File: src/rtl/thread_fetch_scheduler.sv
// Fine-grained multithreading fetch scheduler: per-thread readiness tracking plus round-robin fetch grant.
// Optional macro SCHED_MISS_BLOCK_EN parks a thread in MISS_WAIT on an I-cache miss until its fill returns.

module thread_fetch_scheduler #(
    parameter int NUM_THREADS = 4,
    parameter int TID_W       = $clog2(NUM_THREADS)
) (
    input  logic                   clk,
    input  logic                   rst_n,
    input  logic                   i_stall,
    input  logic                   i_dec_valid,
    input  logic [TID_W-1:0]       i_dec_thread,
    input  logic                   i_dec_is_branch_jump,
    input  logic                   i_resolve_valid,
    input  logic [TID_W-1:0]       i_resolve_thread,
    input  logic                   i_miss_valid,
    input  logic [TID_W-1:0]       i_miss_thread,
    input  logic                   i_fill_valid,
    input  logic [TID_W-1:0]       i_fill_thread,
    input  logic                   i_done_valid,
    input  logic [TID_W-1:0]       i_done_thread,
    output logic                   o_valid,
    output logic [TID_W-1:0]       o_thread_id,
    output logic [NUM_THREADS-1:0] o_ready_mask,
    output logic                   o_all_done
);

    typedef enum logic [1:0] {
        READY,
        BR_WAIT,
        MISS_WAIT,
        DONE
    } threadState_e;

    threadState_e threadState_q [NUM_THREADS];
    threadState_e threadState_d [NUM_THREADS];

    logic [NUM_THREADS-1:0] branchHit;
    logic [NUM_THREADS-1:0] resolveHit;
    logic [NUM_THREADS-1:0] missHit;
    logic [NUM_THREADS-1:0] fillHit;
    logic [NUM_THREADS-1:0] doneHit;
    logic [NUM_THREADS-1:0] readyNext;

    logic [TID_W-1:0] ptr_q;
    logic [TID_W-1:0] tid_q;
    logic             valid_q;
    logic [TID_W-1:0] grantThread;
    logic             grantFound;

    always_comb begin
        branchHit  = '0;
        resolveHit = '0;
        missHit    = '0;
        fillHit    = '0;
        doneHit    = '0;
        for (int t = 0; t < NUM_THREADS; t++) begin
            branchHit[t]  = i_dec_valid && i_dec_is_branch_jump && (i_dec_thread == TID_W'(t));
            resolveHit[t] = i_resolve_valid && (i_resolve_thread == TID_W'(t));
            doneHit[t]    = i_done_valid && (i_done_thread == TID_W'(t));
`ifdef SCHED_MISS_BLOCK_EN
            missHit[t]    = i_miss_valid && (i_miss_thread == TID_W'(t));
            fillHit[t]    = i_fill_valid && (i_fill_thread == TID_W'(t));
`endif
        end
    end

`ifndef SCHED_MISS_BLOCK_EN
    // Misses go through the global stall path in this build, so these inputs are deliberately dropped.
    logic unusedMissInputs;
    assign unusedMissInputs = ^{i_miss_valid, i_miss_thread, i_fill_valid, i_fill_thread};
`endif

    // Done beats blocking, blocking beats unblocking; events outside the matching wait state are ignored.
    always_comb begin
        readyNext = '0;
        for (int t = 0; t < NUM_THREADS; t++) begin
            threadState_d[t] = threadState_q[t];
            if (doneHit[t]) begin
                threadState_d[t] = DONE;
            end else begin
                case (threadState_q[t])
                    READY: begin
                        if (branchHit[t]) begin
                            threadState_d[t] = BR_WAIT;
                        end else if (missHit[t]) begin
                            threadState_d[t] = MISS_WAIT;
                        end
                    end
                    BR_WAIT: begin
                        if (resolveHit[t]) begin
                            threadState_d[t] = READY;
                        end
                    end
                    MISS_WAIT: begin
                        if (fillHit[t]) begin
                            threadState_d[t] = READY;
                        end
                    end
                    default: begin
                    end
                endcase
            end
            readyNext[t] = (threadState_d[t] == READY);
        end
    end

    // Arbitrate on next-cycle readiness so a thread blocked this edge is never granted next cycle.
    always_comb begin
        grantFound  = 1'b0;
        grantThread = tid_q;
        for (int k = 1; k <= NUM_THREADS; k++) begin
            if (!grantFound && readyNext[ptr_q + TID_W'(k)]) begin
                grantFound  = 1'b1;
                grantThread = ptr_q + TID_W'(k);
            end
        end
    end

    always_ff @(posedge clk) begin
        if (!rst_n) begin
            for (int t = 0; t < NUM_THREADS; t++) begin
                threadState_q[t] <= READY;
            end
            ptr_q   <= TID_W'(NUM_THREADS - 1);
            tid_q   <= '0;
            valid_q <= 1'b0;
        end else begin
            threadState_q <= threadState_d;
            if (!i_stall) begin
                if (grantFound) begin
                    valid_q <= 1'b1;
                    tid_q   <= grantThread;
                    ptr_q   <= grantThread;
                end else begin
                    valid_q <= 1'b0;
                end
            end
        end
    end

    always_comb begin
        o_ready_mask = '0;
        o_all_done   = 1'b1;
        for (int t = 0; t < NUM_THREADS; t++) begin
            o_ready_mask[t] = (threadState_q[t] == READY);
            if (threadState_q[t] != DONE) begin
                o_all_done = 1'b0;
            end
        end
    end

    assign o_valid     = valid_q;
    assign o_thread_id = tid_q;

endmodule

File: config.mk
export PLATFORM = sky130hd
export DESIGN_NAME = thread_fetch_scheduler
export DESIGN_NICKNAME = d
export VERILOG_FILES = /design/src/rtl/thread_fetch_scheduler.sv
export SDC_FILE = /design/constraint.sdc
export NUM_CORES = 1
export LEC_CHECK = 0
export CORE_UTILIZATION = 50
export CTS_CLUSTER_SIZE = 10
export DETAILED_ROUTE_END_ITERATION = 7
export HOLD_SLACK_MARGIN = 0.1
export PLACE_DENSITY = 0.9
export RECOVER_POWER = 25
export SYNTH_ARGS = -nofsm -noshare
export SYNTH_HDL_FRONTEND = slang
export SYNTH_SLANG_ARGS = --single-unit
File: constraint.sdc
create_clock -name clk -period 6.02 [get_ports clk]
set_input_delay 1.505 -clock clk [delete_from_list [all_inputs] [get_ports clk]]
set_output_delay 1.505 -clock clk [all_outputs]
set_load 0.05 [all_outputs]
# --- After elaboration in Yosys (flattened, before gate mapping) ---
# Index checks and enable logic that the tools add are counted.
totals:
  reg_bits: 13
  input_bits: 19
  elab_cells: 100
op_classes:
  addsub: 3
  magnitude_cmp: 4
  n_eq_ne: 17
  n_mux: 37
  bitwise: 1
  reduce_logical: 31
ops:
  columns: ["op", "count"]
  rows:
  - ["$mux 2", 16]
  - ["$logic_not 2->1", 11]
  - ["$logic_and 1x1->1", 16]
  - ["$pmux 2 s2", 4]
  - ["$eq 2x1->1 const B", 7]
  - ["$mux 1", 13]
  - ["$eq 2x2->1 const B", 6]
  - ["$lt 2x3->1 const B", 4]
  - ["$bmux 1 s2", 4]
  - ["$ne 2x2->1 const B", 4]
  - ["$add 2x2->2 const B", 2]
  - ["$logic_not 1->1", 3]
  - ["$add 2x1->2 const B", 1]
  - ["$reduce_and 2->1", 1]
  - ["$not 1->1", 1]

# --- Logic depth before layout (Yosys ltp) ---
# Gate-level depths: netlist of the first run.
depth:
  depth_word: 19
  ltp_mapped: 8

# --- Worst setup path after synthesis of the first run ---
# No wires, ideal clock.
synth_timing:
  kind: "in2reg"
  start: "in i_done_valid"
  end: "reg ptr_q[1]"
  setup_time_ps: 127
  arrival_ps: 2957
  path_slack_ps: 2936
  path_stages: 8
  path_buffers: 1
  path_cell_list: "and3b_1 or2_4 or2_1 buf_6 o21a_1 o22ai_2 a31oi_1 or3_1"
synth_via:
  elab_chain_cells: 16
synth_rtl:
  columns: ["item", "line", "rtl"]
  rows:
  - ["start: declaration", "20", "input logic i_done_valid,"]
  - ["$logic_and 1x1->1", "60", "doneHit[t] = i_done_valid && (i_done_thread == TID_W'(t));"]
  - ["$mux 2", "79", "if (doneHit[t]) begin"]
  - ["$logic_not 2->1", "104", "readyNext[t] = (threadState_d[t] == READY);"]
  - ["$bmux 1 s2", "113", "if (!grantFound && readyNext[ptr_q + TID_W'(k)]) begin"]
  - ["$mux 1 (not written as such)", "113", null]
  - ["$mux 1", "113", null]
  - ["$logic_not 1->1", "113", null]
  - ["$logic_and 1x1->1", "113", null]
  - ["$mux 1", "113", null]
  - ["$logic_not 1->1", "113", null]
  - ["$logic_and 1x1->1", "113", null]
  - ["$mux 1", "113", null]
  - ["$logic_not 1->1", "113", null]
  - ["$logic_and 1x1->1", "113", null]
  - ["$mux 1", "113", null]
  - ["$reduce_and 2->1 (no source line)", null, null]
  - ["end signal: assignment", "125", "ptr_q <= TID_W'(NUM_THREADS - 1);"]
  - ["end signal: assignment", "134", "ptr_q <= grantThread;"]
  - ["end: declaration", "45", "logic [TID_W-1:0] ptr_q;"]
# Several ways; a longest one is shown, not always the timed one. The select of a mux whose other input is x is not followed.
# A chain may end at the register's enable or synchronous reset.

# --- Worst setup path in the final report of the first run ---
layout_timing:
  start: "in i_resolve_valid"
  end: "reg ptr_q[0]"
layout_via:
  elab_chain_cells: 18
layout_rtl:
  columns: ["item", "line", "rtl"]
  rows:
  - ["start: declaration", "14", "input logic i_resolve_valid,"]
  - ["$logic_and 1x1->1", "59", "resolveHit[t] = i_resolve_valid && (i_resolve_thread == TID_W'(t));"]
  - ["$mux 2", "91", "if (resolveHit[t]) begin"]
  - ["$pmux 2 s2", "82", "case (threadState_q[t])"]
  - ["$mux 2", "79", null]
  - ["$logic_not 2->1", "104", null]
  - ["$bmux 1 s2", "113", null]
  - ["$mux 1 (not written as such)", "113", null]
  - ["$mux 1", "113", null]
  - ["(+2 left out)", null, null]
  - ["$mux 1", "113", null]
  - ["$logic_not 1->1", "113", null]
  - ["$logic_and 1x1->1", "113", null]
  - ["$mux 1", "113", null]
  - ["$logic_not 1->1", "113", null]
  - ["$logic_and 1x1->1", "113", null]
  - ["$mux 1", "113", null]
  - ["$reduce_and 2->1 (no source line)", null, null]
# Several ways; a longest one is shown, not always the timed one. The select of a mux whose other input is x is not followed.

==> results of run 1 <==
cell families (layout without fill, tap and decap cells):
group           after synthesis  count (layout)  synth area share
mux                           3               3            0.0457
compound gates               48              48             0.336
flops                        13              13             0.272
simple gates                 51              51             0.306
buf+inv                       8              28            0.0418
Yosys cell counts, drive strengths merged (2+ instances only):
master | n | area, um^2
nor2 | 16 | 62.6
a21oi | 13 | 65.1
dfxtp | 13 | 260
o21ai | 9 | 45.0
nand2 | 8 | 30.0
a31oi | 5 | 31.3
inv | 4 | 15.0
nand3 | 4 | 20.0
o21a | 4 | 30.0
buf | 3 | 21.3
nor2b | 3 | 18.8
a32oi | 2 | 17.5
and2 | 2 | 13.8
and3b | 2 | 18.8
and4 | 2 | 17.5
and4b | 2 | 20.0
nand4 | 2 | 12.5
nor3 | 2 | 10.0
o22ai | 2 | 18.8
o31ai | 2 | 15.0
or2 | 2 | 15.0
registers in the layout, summed over array words and instances, names as in the netlist:
| name | flops |
|---|---|
| threadState_q | 8 |
| o_thread_id | 2 |
| ptr_q | 2 |
| o_valid | 1 |
worst paths after layout:
kind	from	endpoint	cells after the start
worst min-delay path	o_thread_id[0]	o_thread_id[0]	2
worst min register to register	o_thread_id[0]	o_thread_id[0]	2
worst max-delay path	i_resolve_valid	ptr_q[0]	6
worst max register to register	threadState_q[0]	ptr_q[0]	5
layer usage:
| layer | part of all wire | GRT usage |
|---|---|---|
| met1 | 0.42 | 0.372 |
| met2 | 0.47 | 0.440 |
| met3 | 0.098 | 0.0635 |
| met4 | 0.015 | 0.0588 |
| met5 | 0 | 0 |
through the flow:
| step | setup WS [ns] | hold slack, ns | area, um^2 |
|---|---|---|---|
| after floorplan | 2.94 | 0.477 | 958 |
| after global placement | 2.30 | 0.457 | 1160 |
| after detailed placement | 2.27 | 0.461 | 1160 |
| after CTS | 2.55 | 0.473 | 1190 |
| after global routing | 2.35 | 0.498 | 1190 |
| final | 2.36 | 0.469 | 1190 |
area by class of cell:
type / instances / area (um^2) / share of cell area
multi-input cells: 102 / 658 / 0.552
flip-flops and latches: 13 / 260 / 0.218
repair buffers: 20 / 200 / 0.168
well taps: 25 / 31.3 / 0.0262
clock buffers: 3 / 22.5 / 0.0189
inverters: 4 / 15.0 / 0.0126
clock inverters: 1 / 5.00 / 0.00420
where the power goes:
| part | leakage, uW | switching (uW) | internal, uW |
|---|---|---|---|
| clock network | 0.0000177 | 29.9 | 24.7 |
| registers | 0.000107 | 11.8 | 93.7 |
| logic | 0.000314 | 67.4 | 46.9 |
| total | 0.000439 | 109 | 165 |
tightest hold or removal path: cells and delay by family, from the launching register on:
family                 cells  cell delay, ns
DFF                        1            0.31
buffers and inverters      1            0.04
AOI/OAI and AO/OA          1            0.06
==> results.yml, run 1 <==
setup_path:
  crit_path_cell_trace: "dlygate4sd3_1 > and4_1 > o21ai_1 > nand3_1 > mux4_2 > a311o_1"
  critical_path_class: "in2reg"
  critical_path.endpoint_type: "flip-flop"
  start_kind: "input pin"
  worstPathMaxFanout: 7
  critPathBufInv: 1
  critPathSlowestCell: "dlygate4sd3_1"
  worst_path_dominant_cell_family: "compound AO/OA/AOI/OAI gates"
  required_ns: 6.19
  r2r_setup_slack_ns: 3.89
  worstPathArrival_ns: 3.83
  cp_slowest_stage_delay_ns: 0.64
placed_design:
  dp_hpwl_mm: 1.91
  gp_congestion: 0.938
  dp_cells: 164
  io_buffer_count: 20
yosys:
  yosysWarnings: 0
  synth_fp_nets: 142
  synth-main-ff-cell: "dfxtp_1"
  netlist_area_um2: 958
  yosysSeqAreaShare: 0.272
  syn_avg_cell_area_um2: 7.79
  synthDistinctLibCells: 49
  synth_cells: 123
  synthArstFlopShare: 0
  synth_edf_count: 0
  synth_seq_cells: 13
timing:
  setup_viol: 0
  max_slew.worst_pin.slew_ns: 0.494
  max_freq_mhz: 273
  finalMaxSlewViolations: 0
  finalSetupTns_ns: 0
  min_period_ns: 3.66
  max_slew_margin: 0.670
  rsz0062_at_grt: "false"
  finalCritPeriodShare: 0.608
  skew_ns: 0.00379
  hold_viol: 0
clock_network:
  cts_tree: "yes"
  clockBufferDepth: 2
  cts.sinks: 13
  cts_buffers: 3
  clkTransAtPathRegs_ns: 0.08
  postCtsSetupBuffers: 0
  root_buffer: "clkbuf_4"
  insertion_delay_ns: 0.28
  ctsHoldBuffers: 0
  htreeDepth: 1
  post_cts_resized: 0
drt:
  drtAntennaViolNets: 0
  vias_per_cell: 6.52
  drt-total-wl_mm: 2.59
  drc: 0
  vias: 1096
  dr.pass1.iters: 5
  drtIter0Drc: 114
  routedWlPerCell_um: 15.4
global_routing:
  grt_start_max_net_pins: 16
  antenna_found_initial: 0
  grt_pass1_wl_mm: 4.10
  track_usage: 0.273
  grt_pass1_vias: 909
  grt_overflow: 0
die:
  die_w_um: 45.8
  core.rowCount: 15
  die_y_um: 45.8
  core_region_area_um2: 1760
  die_area_um2: 2100
  boundaryPins: 27
  initial_core_util: 0.543
final_layout:
  final_nets: 163
  layout_common_cells: "clkdlybuf4s50_1, nor2_1, a21oi_1, dfxtp_1, nand2_1"
  area_delta_synth_final_pct: 24.4
  instances_no_fill: 168
  mostFrequentLayoutCell: "clkdlybuf4s50_1"
  drive_above_1_share: 0.0909
  fillers: 153
  diodes: 0
  fin_util: 0.676
hold_path:
  hp-class: "reg2reg"
pwr:
  power.total_uw: 274
  cellPowerDensity_nw_per_um2: 230
  p_leak_uw: 0.000439
  ir_drop_mv: 0.156
run_status:
  status: "finished clean"
job:
  drv_cap: 0
(Power assumes the default switching activity.)
==> inputs of run 2 (changes only) <==
- CORE_UTILIZATION: 50 -> 47
- PLACE_DENSITY: 0.9 -> 0.86
- clock period: 6.02 -> 3.7 ns (I/O delays scaled with it)
==> results.yml, run 2 (synthesized netlist as in run 1, its figures left out) <==
timing:
  max_slew.worst_pin.slew_ns: 0.501
  max_slew_margin: 0.665
  max_freq_mhz: 330
  setup_viol: 0
  whs_ns: 0.484
  min_period_ns: 3.03
  finalMaxSlewViolations: 0
  finalSetupTns_ns: 0
  rsz0062_at_grt: "false"
  hold_viol: 0
  finalCritPeriodShare: 0.818
  skew_ns: 0.00282
setup_path:
  cp_slowest_stage_delay_ns: 0.64
  crit_path_cell_trace: "dlygate4sd3_1 > nand3b_1 > mux2i_1 > and2_1 > o22ai_1 > a32oi_1 > a31oi_1 > or3_1"
  critPathBufInv: 1
  critical_path.endpoint_type: "flip-flop"
  critPathSlowestCell: "dlygate4sd3_1"
  r2r_cells: 5
  start_kind: "input pin"
  critical_path_depth: 8
  worst_path_dominant_cell_family: "simple AND/OR/NAND/NOR gates"
  worstPathArrival_ns: 3.19
  required_ns: 3.87
  critical_path_class: "in2reg"
  worstPathMaxFanout: 7
die:
  die_area_um2: 2220
  boundaryPins: 27
  die_y_um: 47.2
  core.rowCount: 15
  die_w_um: 47.2
  initial_core_util: 0.526
  core_region_area_um2: 1820
clock_network:
  cts_buffers: 3
  cts.sinks: 13
  post_cts_resized: 0
  root_buffer: "clkbuf_4"
  htreeDepth: 1
  ctsHoldBuffers: 0
  insertion_delay_ns: 0.28
  clockBufferDepth: 2
  clkTransAtPathRegs_ns: 0.08
  postCtsSetupBuffers: 0
  cts_tree: "yes"
global_routing:
  grt_overflow: 0
  antenna_found_initial: 0
  grt_start_max_net_pins: 16
  grt_pass1_vias: 920
  track_usage: 0.261
  grt_pass1_wl_mm: 4.08
drt:
  vias: 1069
  routedWlPerCell_um: 14.7
  vias_per_cell: 6.36
  drc: 0
  drt-total-wl_mm: 2.47
  drtAntennaViolNets: 0
  drtIter0Drc: 63
  dr.pass1.iters: 4
pwr:
  ir_drop_mv: 0.295
  cellPowerDensity_nw_per_um2: 371
  p_leak_uw: 0.000439
final_layout:
  fin_util: 0.655
  layout_common_cells: "clkdlybuf4s50_1, nor2_1, a21oi_1, dfxtp_1, nand2_1"
  area_delta_synth_final_pct: 24.4
  diodes: 0
  drive_above_1_share: 0.0909
  mostFrequentLayoutCell: "clkdlybuf4s50_1"
  largest_reg_flops: 8
  fillers: 162
  instances_no_fill: 168
  regMostFlops: "threadState_q"
  final_nets: 163
run_status:
  status: "finished clean"
placed_design:
  gp_congestion: 0.954
  dp_hpwl_mm: 1.89
  dp_cells: 164
  io_buffer_count: 20
job:
  drv_cap: 0
hold_path:
  hp-class: "reg2reg"
  worstHoldPathCells: 2
-- run 2: path summary, 6_finish.rpt --
path / start / to / slack (ns)
setup reg to reg: threadState_q[0] / ptr_q[0] / 1.72
hold reg to reg: o_thread_id[0] / o_thread_id[0] / 0.48
hold / removal: o_thread_id[0] / o_thread_id[0] / 0.48
setup / recovery: i_resolve_thread[0] / ptr_q[1] / 0.67
-- run 2: metrics by stage --
| step | instance area [um^2] | setup slack [ns] | power, uW |
|---|---|---|---|
| 2_1_floorplan | 958 | 1.20 | 302 |
| 6_report | 1190 | 0.674 | 442 |
| 4_1_cts | 1190 | 0.828 | 443 |
| 3_5_place_dp | 1160 | 0.533 | 354 |
| 3_3_place_gp | 1160 | 0.576 | 348 |
| 5_1_grt | 1190 | 0.481 | 466 |
-- run 2: where the power goes --
part | switching, uW | internal, uW | leakage, uW
Combinational | 105 | 76.4 | 0.000314
Sequential | 19.2 | 152 | 0.000107
Clock | 48.7 | 40.2 | 0.0000177
Total | 173 | 269 | 0.000439
-- run 2: cell type report --
type	instances	area, um^2	area share
multi-input cells	102	658	0.552
flip-flops and latches	13	260	0.218
clock inverters	1	5.00	0.00420
repair buffers	20	200	0.168
inverters	4	15.0	0.0126
well taps	25	31.3	0.0262
clock buffers	3	22.5	0.0189
-- run 2: worst min-delay path, delay by kind of cell (launching register included) --
kind	cells	cell delay, ns
AO/OA/AOI/OAI	1	0.06
flip-flops	1	0.32
buffers and inverters	1	0.05
-- run 2: layer usage --
layer	global-route usage	wire, um	up-vias
li1	-	-	520
met1	0.341	1060	493
met2	0.411	1150	48
met3	0.0692	208	8
met4	0.103	50	0
met5	0	0	-
==> inputs of run 3 (changes only) <==
- CORE_UTILIZATION: 47 -> 42
- PLACE_DENSITY: 0.86 -> 0.81
- clock period: 3.7 -> 2.7 ns (I/O delays scaled with it)
==> results.yml, run 3 (synthesized netlist as in run 1, its figures left out) <==
run_status:
  status: "finished clean"
placed_design:
  gp_congestion: 0.858
  io_buffer_count: 20
  dp_hpwl_mm: 2.09
  dp_cells: 186
  placed_area_um2: 1320
timing:
  max_slew.worst_pin.slew_ns: 0.519
  min_period_ns: 2.63
  hold_viol: 0
  finalSetupTns_ns: 0
  max_freq_mhz: 380
  finalCritPeriodShare: 0.973
  finalMaxSlewViolations: 0
  setup_viol: 0
  skew_ns: 0.00226
  max_slew_margin: 0.653
drt:
  drtIter0Drc: 50
  routedWlPerCell_um: 14.4
  drtAntennaViolNets: 0
  drt-total-wl_mm: 2.74
  vias_per_cell: 6.09
  dr.pass1.iters: 4
  drc: 0
  vias: 1158
setup_path:
  cp_slowest_stage_delay_ns: 0.46
  worstPathArrival_ns: 2.80
  critPathSlowestCell: "clkdlybuf4s50_1"
  critical_path_class: "in2reg"
  critical_path.endpoint_type: "flip-flop"
  start_kind: "input pin"
  critPathBufInv: 1
  r2r_setup_slack_ns: 0.75
  r2r_cells: 5
  worstPathMaxFanout: 6
  critical_path_depth: 8
  crit_path_cell_trace: "clkdlybuf4s50_1 > and4b_1 > o21a_1 > or2_1 > o2bb2a_1 > o31ai_1 > a31oi_1 > or3_1"
  worst_path_dominant_cell_family: "simple AND/OR/NAND/NOR gates"
  required_ns: 2.87
clock_network:
  clkTransAtPathRegs_ns: 0.09
  root_buffer: "clkbuf_4"
  postCtsSetupBuffers: 0
  cts_tree: "yes"
  cts_buffers: 3
  cts.sinks: 13
  clockBufferDepth: 2
  insertion_delay_ns: 0.28
  htreeDepth: 1
pwr:
  cellPowerDensity_nw_per_um2: 482
  ir_drop_mv: 0.504
  p_leak_uw: 0.000536
die:
  initial_core_util: 0.465
  die_w_um: 49.8
  die_y_um: 49.8
  die_area_um2: 2480
  core_region_area_um2: 2060
  core.rowCount: 16
  boundaryPins: 27
global_routing:
  antenna_found_initial: 0
  grt_pass1_vias: 1022
  grt_start_max_net_pins: 16
  grt_pass1_wl_mm: 4.71
  grt_overflow: 0
  track_usage: 0.249
final_layout:
  regMostFlops: "threadState_q"
  instances_no_fill: 190
  mostFrequentLayoutCell: "clkdlybuf4s50_1"
  multi_input_area_um2: 662
  fillers: 181
  regArea_um2: 260
  final_nets: 183
  layout_common_cells: "clkdlybuf4s50_1, buf_4, nor2_1, a21oi_1, dfxtp_1"
  drive_above_1_share: 0.209
  fin_area_um2: 1350
  area_delta_synth_final_pct: 40.7
  largest_reg_flops: 8
  diodes: 0
job:
  drv_cap: 0
hold_path:
  worstHoldPathCells: 2
  hp-class: "reg2reg"
run 3: final timing paths:
check	from	endpoint
setup / recovery	i_dec_thread[1]	ptr_q[1]
setup reg to reg	threadState_q[0]	ptr_q[0]
hold reg to reg	o_thread_id[0]	o_thread_id[0]
hold / removal	o_thread_id[0]	o_thread_id[0]
run 3: worst min-delay path, stage by stage (launching register included):
cell and delay, ns:
dfxtp_1 0.32, inv_1 0.04, a221oi_1 0.06
run 3: final cells by class:
type / count / area share
clock buffer: 3 / 0.0167
clock inverter: 1 / 0.00371
inverter: 4 / 0.0111
multi-input combinational: 102 / 0.491
sequential: 13 / 0.193
tap: 27 / 0.0250
timing repair buffer: 40 / 0.260
run 3: repair_timing:
action / in CTS / in global routing
hold buffers: 0 / 0
resized for setup: 0 / 2
endpoints found under the setup margin: 0 / 2
run 3: power by group:
part | switching (uW) | internal [uW] | total [uW]
registers | 27.3 | 209 | 236
clock network | 69.4 | 55.0 | 124
logic | 153 | 136 | 289
run 3: metrics by stage:
step | utilization | hold slack [ns] | total power (uW) | setup WS, ns
after CTS | 0.652 | 0.479 | 649 | 0.104
after detailed placement | 0.639 | 0.465 | 523 | -0.175
after floorplan | - | 0.477 | 413 | 0.446
after global routing | 0.654 | 0.516 | 688 | -0.00965
after global placement | 0.639 | 0.456 | 515 | -0.148
final | 0.654 | 0.473 | 650 | 0.0718
run 3: per-layer routing:
layer	track usage	up-vias	share of wire
met2	0.401	35	0.47
met5	0	-	0
li1	-	559	-
met4	0.0429	0	0.015
met1	0.334	558	0.47
met3	0.0648	6	0.044
